[config.mk]
export PLATFORM = sky130hd
export DESIGN_NAME = mdu_unit
export DESIGN_NICKNAME = d
export VERILOG_FILES = /design/src/rtl/mdu_unit.sv
export SDC_FILE = /design/constraint.sdc
export NUM_CORES = 2
export LEC_CHECK = 0
export CAP_MARGIN = 5
export CORE_ASPECT_RATIO = 1.5
export CORE_MARGIN = 2
export CORE_UTILIZATION = 60
export DETAILED_ROUTE_END_ITERATION = 10
export GPL_TIMING_DRIVEN = 0
export PLACE_DENSITY = 0.76
export RECOVER_POWER = 50
export SYNTH_ARGS = -nofsm -noshare
export SYNTH_HDL_FRONTEND = slang
export SYNTH_SLANG_ARGS = --single-unit
[constraint.sdc]
create_clock -name clk -period 17.75 [get_ports clk]
set_input_delay 3.55 -clock clk [delete_from_list [all_inputs] [get_ports clk]]
set_output_delay 3.55 -clock clk [all_outputs]
set_load 0.005 [all_outputs]
[src/rtl/mdu_unit.sv]
// Iterative multiply/divide unit for the EX stage; owns HI/LO and runs
// MULT/MULTU over a fixed number of cycles and DIV/DIVU as restoring division.
module mdu_unit #(
    parameter int MUL_CYCLES = 4,
    parameter int DIV_ITERS  = 32
) (
    input  logic        clk,
    input  logic        rst,
    input  logic        start,
    input  logic [2:0]  op,
    input  logic [31:0] a,
    input  logic [31:0] b,
    input  logic        flush,
    output logic        mdu_stall,
    output logic        mdu_done,
    output logic [31:0] hi_o,
    output logic [31:0] lo_o
);

    localparam logic [2:0] S_IDLE = 3'd0;
    localparam logic [2:0] S_MUL  = 3'd1;
    localparam logic [2:0] S_DIV  = 3'd2;
    localparam logic [2:0] S_FIX  = 3'd3;
    localparam logic [2:0] S_DONE = 3'd4;

    localparam logic [2:0] OP_MULT  = 3'b001;
    localparam logic [2:0] OP_MULTU = 3'b010;
    localparam logic [2:0] OP_DIV   = 3'b011;
    localparam logic [2:0] OP_DIVU  = 3'b100;
    localparam logic [2:0] OP_MTHI  = 3'b101;
    localparam logic [2:0] OP_MTLO  = 3'b110;

    localparam logic [5:0] MUL_LAST = 6'(MUL_CYCLES - 1);
    localparam logic [5:0] DIV_LAST = 6'(DIV_ITERS - 1);

    logic [2:0]  state;
    logic [5:0]  cnt;
    logic [31:0] hi_q, lo_q;
    logic [31:0] op_a, op_b;
    logic        mul_signed;
    logic [31:0] divisor, rem, quo;
    logic        quo_neg, rem_neg, div_zero;

    logic        is_muldiv;
    logic        div_signed, a_neg, b_neg;
    logic [31:0] a_mag, b_mag;
    logic [63:0] mul_a_ext, mul_b_ext, prod;
    logic [32:0] shifted;
    logic [31:0] trial;
    logic        borrow;

    assign is_muldiv = (op == OP_MULT) || (op == OP_MULTU) ||
                       (op == OP_DIV)  || (op == OP_DIVU);

    assign div_signed = (op == OP_DIV);
    assign a_neg      = div_signed & a[31];
    assign b_neg      = div_signed & b[31];
    assign a_mag      = a_neg ? -a : a;
    assign b_mag      = b_neg ? -b : b;

    // Sign- or zero-extending to 64 bits lets one unsigned multiply serve both ops.
    assign mul_a_ext = {{32{mul_signed & op_a[31]}}, op_a};
    assign mul_b_ext = {{32{mul_signed & op_b[31]}}, op_b};
    assign prod      = mul_a_ext * mul_b_ext;

    assign shifted = {rem, quo[31]};
    assign borrow  = shifted < {1'b0, divisor};
    assign trial   = shifted[31:0] - divisor;

    always_ff @(posedge clk) begin
        if (rst) begin
            state      <= S_IDLE;
            cnt        <= 6'd0;
            hi_q       <= 32'd0;
            lo_q       <= 32'd0;
            op_a       <= 32'd0;
            op_b       <= 32'd0;
            mul_signed <= 1'b0;
            divisor    <= 32'd0;
            rem        <= 32'd0;
            quo        <= 32'd0;
            quo_neg    <= 1'b0;
            rem_neg    <= 1'b0;
            div_zero   <= 1'b0;
        end else if (flush) begin
            state <= S_IDLE;
            cnt   <= 6'd0;
        end else begin
            case (state)
                S_IDLE: begin
                    if (start) begin
                        case (op)
                            OP_MULT, OP_MULTU: begin
                                op_a       <= a;
                                op_b       <= b;
                                mul_signed <= (op == OP_MULT);
                                cnt        <= MUL_LAST;
                                state      <= S_MUL;
                            end
                            OP_DIV, OP_DIVU: begin
                                op_a     <= a;
                                quo      <= a_mag;
                                rem      <= 32'd0;
                                divisor  <= b_mag;
                                quo_neg  <= a_neg ^ b_neg;
                                rem_neg  <= a_neg;
                                div_zero <= (b == 32'd0);
                                cnt      <= DIV_LAST;
                                state    <= S_DIV;
                            end
                            OP_MTHI: hi_q <= a;
                            OP_MTLO: lo_q <= a;
                            default: ;
                        endcase
                    end
                end
                S_MUL: begin
                    if (cnt == 6'd0) begin
                        hi_q  <= prod[63:32];
                        lo_q  <= prod[31:0];
                        state <= S_DONE;
                    end else begin
                        cnt <= cnt - 6'd1;
                    end
                end
                S_DIV: begin
                    rem <= borrow ? shifted[31:0] : trial;
                    quo <= {quo[30:0], ~borrow};
                    if (cnt == 6'd0) begin
                        state <= S_FIX;
                    end else begin
                        cnt <= cnt - 6'd1;
                    end
                end
                S_FIX: begin
                    // Divide by zero bypasses the sign fix-up and reports HI=a, LO=all ones.
                    if (div_zero) begin
                        hi_q <= op_a;
                        lo_q <= 32'hFFFF_FFFF;
                    end else begin
                        hi_q <= rem_neg ? -rem : rem;
                        lo_q <= quo_neg ? -quo : quo;
                    end
                    state <= S_DONE;
                end
                S_DONE:  state <= S_IDLE;
                default: state <= S_IDLE;
            endcase
        end
    end

    assign mdu_stall = ((state == S_IDLE) && start && is_muldiv) ||
                       (state == S_MUL) || (state == S_DIV) || (state == S_FIX);
    assign mdu_done  = (state == S_DONE);
    assign hi_o      = hi_q;
    assign lo_o      = lo_q;

endmodule

==> reports/results.txt <==
Buf/Inv on CP = 8
outcome = finished, violations left
Root Driver = clkbuf_16
xor and xnor fraction of the mapped netlist area = 0.03429
post-synth cell types = 84
critical path arrival = 11.96 ns
simple-gate portion of the synthesized area = 0.1679
CTS clk-pin slew, worst paths = 0.08 ns
RSZ-0062 raised after global routing = false
synthesized area = 52620 µm²
initial antenna violation count = 12
RePlAce Congestion = 1.064
min Tclk post-route = 11.47 ns
Worst VDD drop = 0.00008867 V
vias in the first global route = 48250
H-tree depth = 1
Mapped Cells = 6175
routed wire length = 212600 µm
DP HPWL = 175300 µm
worst hold path class = flop to flop
ys async rst share = 0
main combinational cell family by area after synthesis = adder cells
Synth Area in Compound Gates = 0.09835
die width = 245.8 µm
DRC viols = 0
Synth Warn # = 0
clock tree buffer depth = 3
full die area = 90130 µm²
gr ovfl total = 0
max incr delay on CP = 1.16 ns
MaxCap Viol Count = 1
Setup CP Type = flop to flop
Clock Latency Late Sink = 0.57 ns
Slowest cell on crit path = a211oi_1
worst-path maximum fanout = 10
Routed Antenna Nets = 0
num rows = 133
static leakage = 26.15 nW
global-route wire length before repair = 312100 µm
Critical Path Sink Type = flop
clk sink count = 237
Tot GR Track Use = 0.4841
Area contributors post-synth = fa_1, dfxtp_1, inv_1, nand2_1, ha_1
drt first-iter violations = 4026
Post-synth EDFFs = 0
Least-Margin Pin Slew = 1.498 ns
prevailing post-synth register cell = dfxtp_1
PortBufs = 124
Synth area leader = fa_1
setup TNS = 0 ns
Final Hold Viols = 0
cts hold-fix bufs = 0
Initial DRT Pass Iterations = 6
register area share after synthesis = 0.09017
failing checks = capacitance limit
WHS = 0.4605 ns
layout cell share with drive strength beyond 1 = 0.01435
largest net degree at the start of global routing = 25
Tcrit/Tclk final = 0.6464
CTS Buf Count = 22
mux cell area share after synthesis = 0.006920
Rel. slew slack = 0.001252
die height = 366.7 µm
core area = 87200 µm²
synthesized flop and latch total = 237
WL/cell = 28.33 µm
syn avg cell area = 8.521 µm²
CP required = 18.23 ns
cts repair resizes = 0
Synth Area in Adders = 0.4879
via/cell ratio = 6.114
Fmax = 0.08715 GHz
net count after synthesis = 7622
Post-CTS Setup Inserts = 0
Max Slew Vio Count = 0
top cell type's share of synthesized area = 0.4284
Clock Skew = 0.02156 ns
largest delay contributor family on the critical path = adder cells
via count = 45890
area delta synth->final = 6.639%
Initial Utilization = 0.6034
Top cell by count, worst path = fa_1
CTS tree = yes
PwrDens = 28.01 nW/µm²
Final nets = 7772
IO Count = 137
# setup viols final = 0
CP Launch Type = flop
[final timing paths]
kind	startpoint	endpoint	slack, ns	cells past startpoint
worst max-delay path	op_a[31]	hi_o[21]	6.28	26
worst min register to register	hi_o[5]	hi_o[5]	0.46	2
worst max register to register	op_a[31]	hi_o[21]	6.28	26
worst min-delay path	hi_o[5]	hi_o[5]	0.46	2
[cell usage after synthesis, types with 18 or more instances]
| master | instances |
|---|---|
| inv_1 | 1176 |
| fa_1 | 1126 |
| nand2_1 | 1029 |
| clkbuf_1 | 391 |
| and2_1 | 358 |
| nor2_1 | 275 |
| a21oi_1 | 253 |
| ha_1 | 250 |
| dfxtp_1 | 237 |
| o21ai_0 | 161 |
| xnor2_1 | 118 |
| xor2_1 | 88 |
| a211oi_1 | 75 |
| a21o_1 | 54 |
| nor3_1 | 45 |
| and3_1 | 40 |
| nand3_1 | 40 |
| mux2i_1 | 33 |
| o211ai_1 | 32 |
| o31ai_1 | 28 |
| a311oi_1 | 23 |
| nor4_1 | 22 |
| o21a_1 | 22 |
| or3_1 | 21 |
| nand2b_1 | 18 |
[cell type report]
| cell class | count | area (µm²) |
|---|---|---|
| diodes | 17 | 42.54 |
| plain buffers | 407 | 1613 |
| clock buffers | 29 | 628.1 |
| clock inverters | 11 | 120.1 |
| fillers | 7648 | 31090 |
| inverters | 1176 | 4414 |
| multi-input cells | 4355 | 41860 |
| flip-flops and latches | 237 | 4745 |
| well taps | 1147 | 1435 |
| repair buffers | 126 | 1256 |
[metrics by stage]
stage / utilization / power [W] / setup WS, ns / std cells / cell area [µm²]
final: 0.6435 / 0.001571 / 6.276 / 7505 / 56110
after global routing: 0.6430 / 0.001599 / 6.128 / 7489 / 56070
after CTS: 0.6428 / 0.001547 / 6.840 / 7487 / 56050
after detailed placement: 0.6342 / 0.001023 / 6.894 / 7447 / 55300
after global placement: 0.6341 / 0.001021 / 6.333 / 7446 / 55290
after floorplan: - / 0.0008201 / 9.745 / 6175 / 52620
[cell usage in the layout, fill, tap and decap left out, drive strengths merged, types with 16 or more instances in the layout]
cell type and instances:
or3 25, o211ai 32, a21o 54, nand3 40, dfxtp 237, nor4 22
o31ai 30, a211oi 75, a21oi 253, nor3 45, clkdlybuf4s50 58, o41ai 16
nor2 275, diode 17, xor2 88, or4 22, a311oi 23, clkbuf 425
xnor2 118, fa 1126, nand2b 18, o21a 22, dlygate4sd3 67, inv 1177
mux2i 33, ha 250, and2 358, nand2 1029, o21ai 164, and3 40
[kinds of logic (layout without fill, tap and decap cells)]
kind of cell             after synthesis  in the layout
buffers and inverters               1583           1749
flip-flops                           237            237
XOR/XNOR                             206            206
adder cells (fa/ha/maj)             1376           1376
AO/OA/AOI/OAI                        804            804
AND/OR/NAND/NOR                     1933           1933
multiplexers                          36             36
other                                  0             17
[sequential cells by signal (all words and copies together) (netlist names), 6 cells and up]
register	count
lo_o	32
quo	32
op_b	32
hi_o	32
divisor	32
cnt	6
op_a	32
rem	32
[worst min-delay path, delay by kind of cell (launching register included)]
family | cells | cell delay [ns]
flip-flops | 1 | 0.32
AND/OR/NAND/NOR | 1 | 0.05
AO/OA/AOI/OAI | 1 | 0.05
[power breakdown]
| group | switching [W] | internal, W | total [W] |
|---|---|---|---|
| Clock | 0.000256 | 0.000282 | 0.000538 |
| Combinational | 0.000327 | 0.000139 | 0.000466 |
| Sequential | 0.0000198 | 0.000548 | 0.000568 |
| Total | 0.000602 | 0.000969 | 0.00157 |
[metal layers]
| layer | global-route usage | routed length [µm] | vias up |
|---|---|---|---|
| li1 | - | - | 19200 |
| met1 | 0.5260 | 67260 | 22770 |
| met2 | 0.7770 | 98440 | 2873 |
| met3 | 0.1066 | 20440 | 1028 |
| met4 | 0.4596 | 26430 | 10 |
| met5 | 0 | 56 | - |
(Power assumes the default switching activity.)
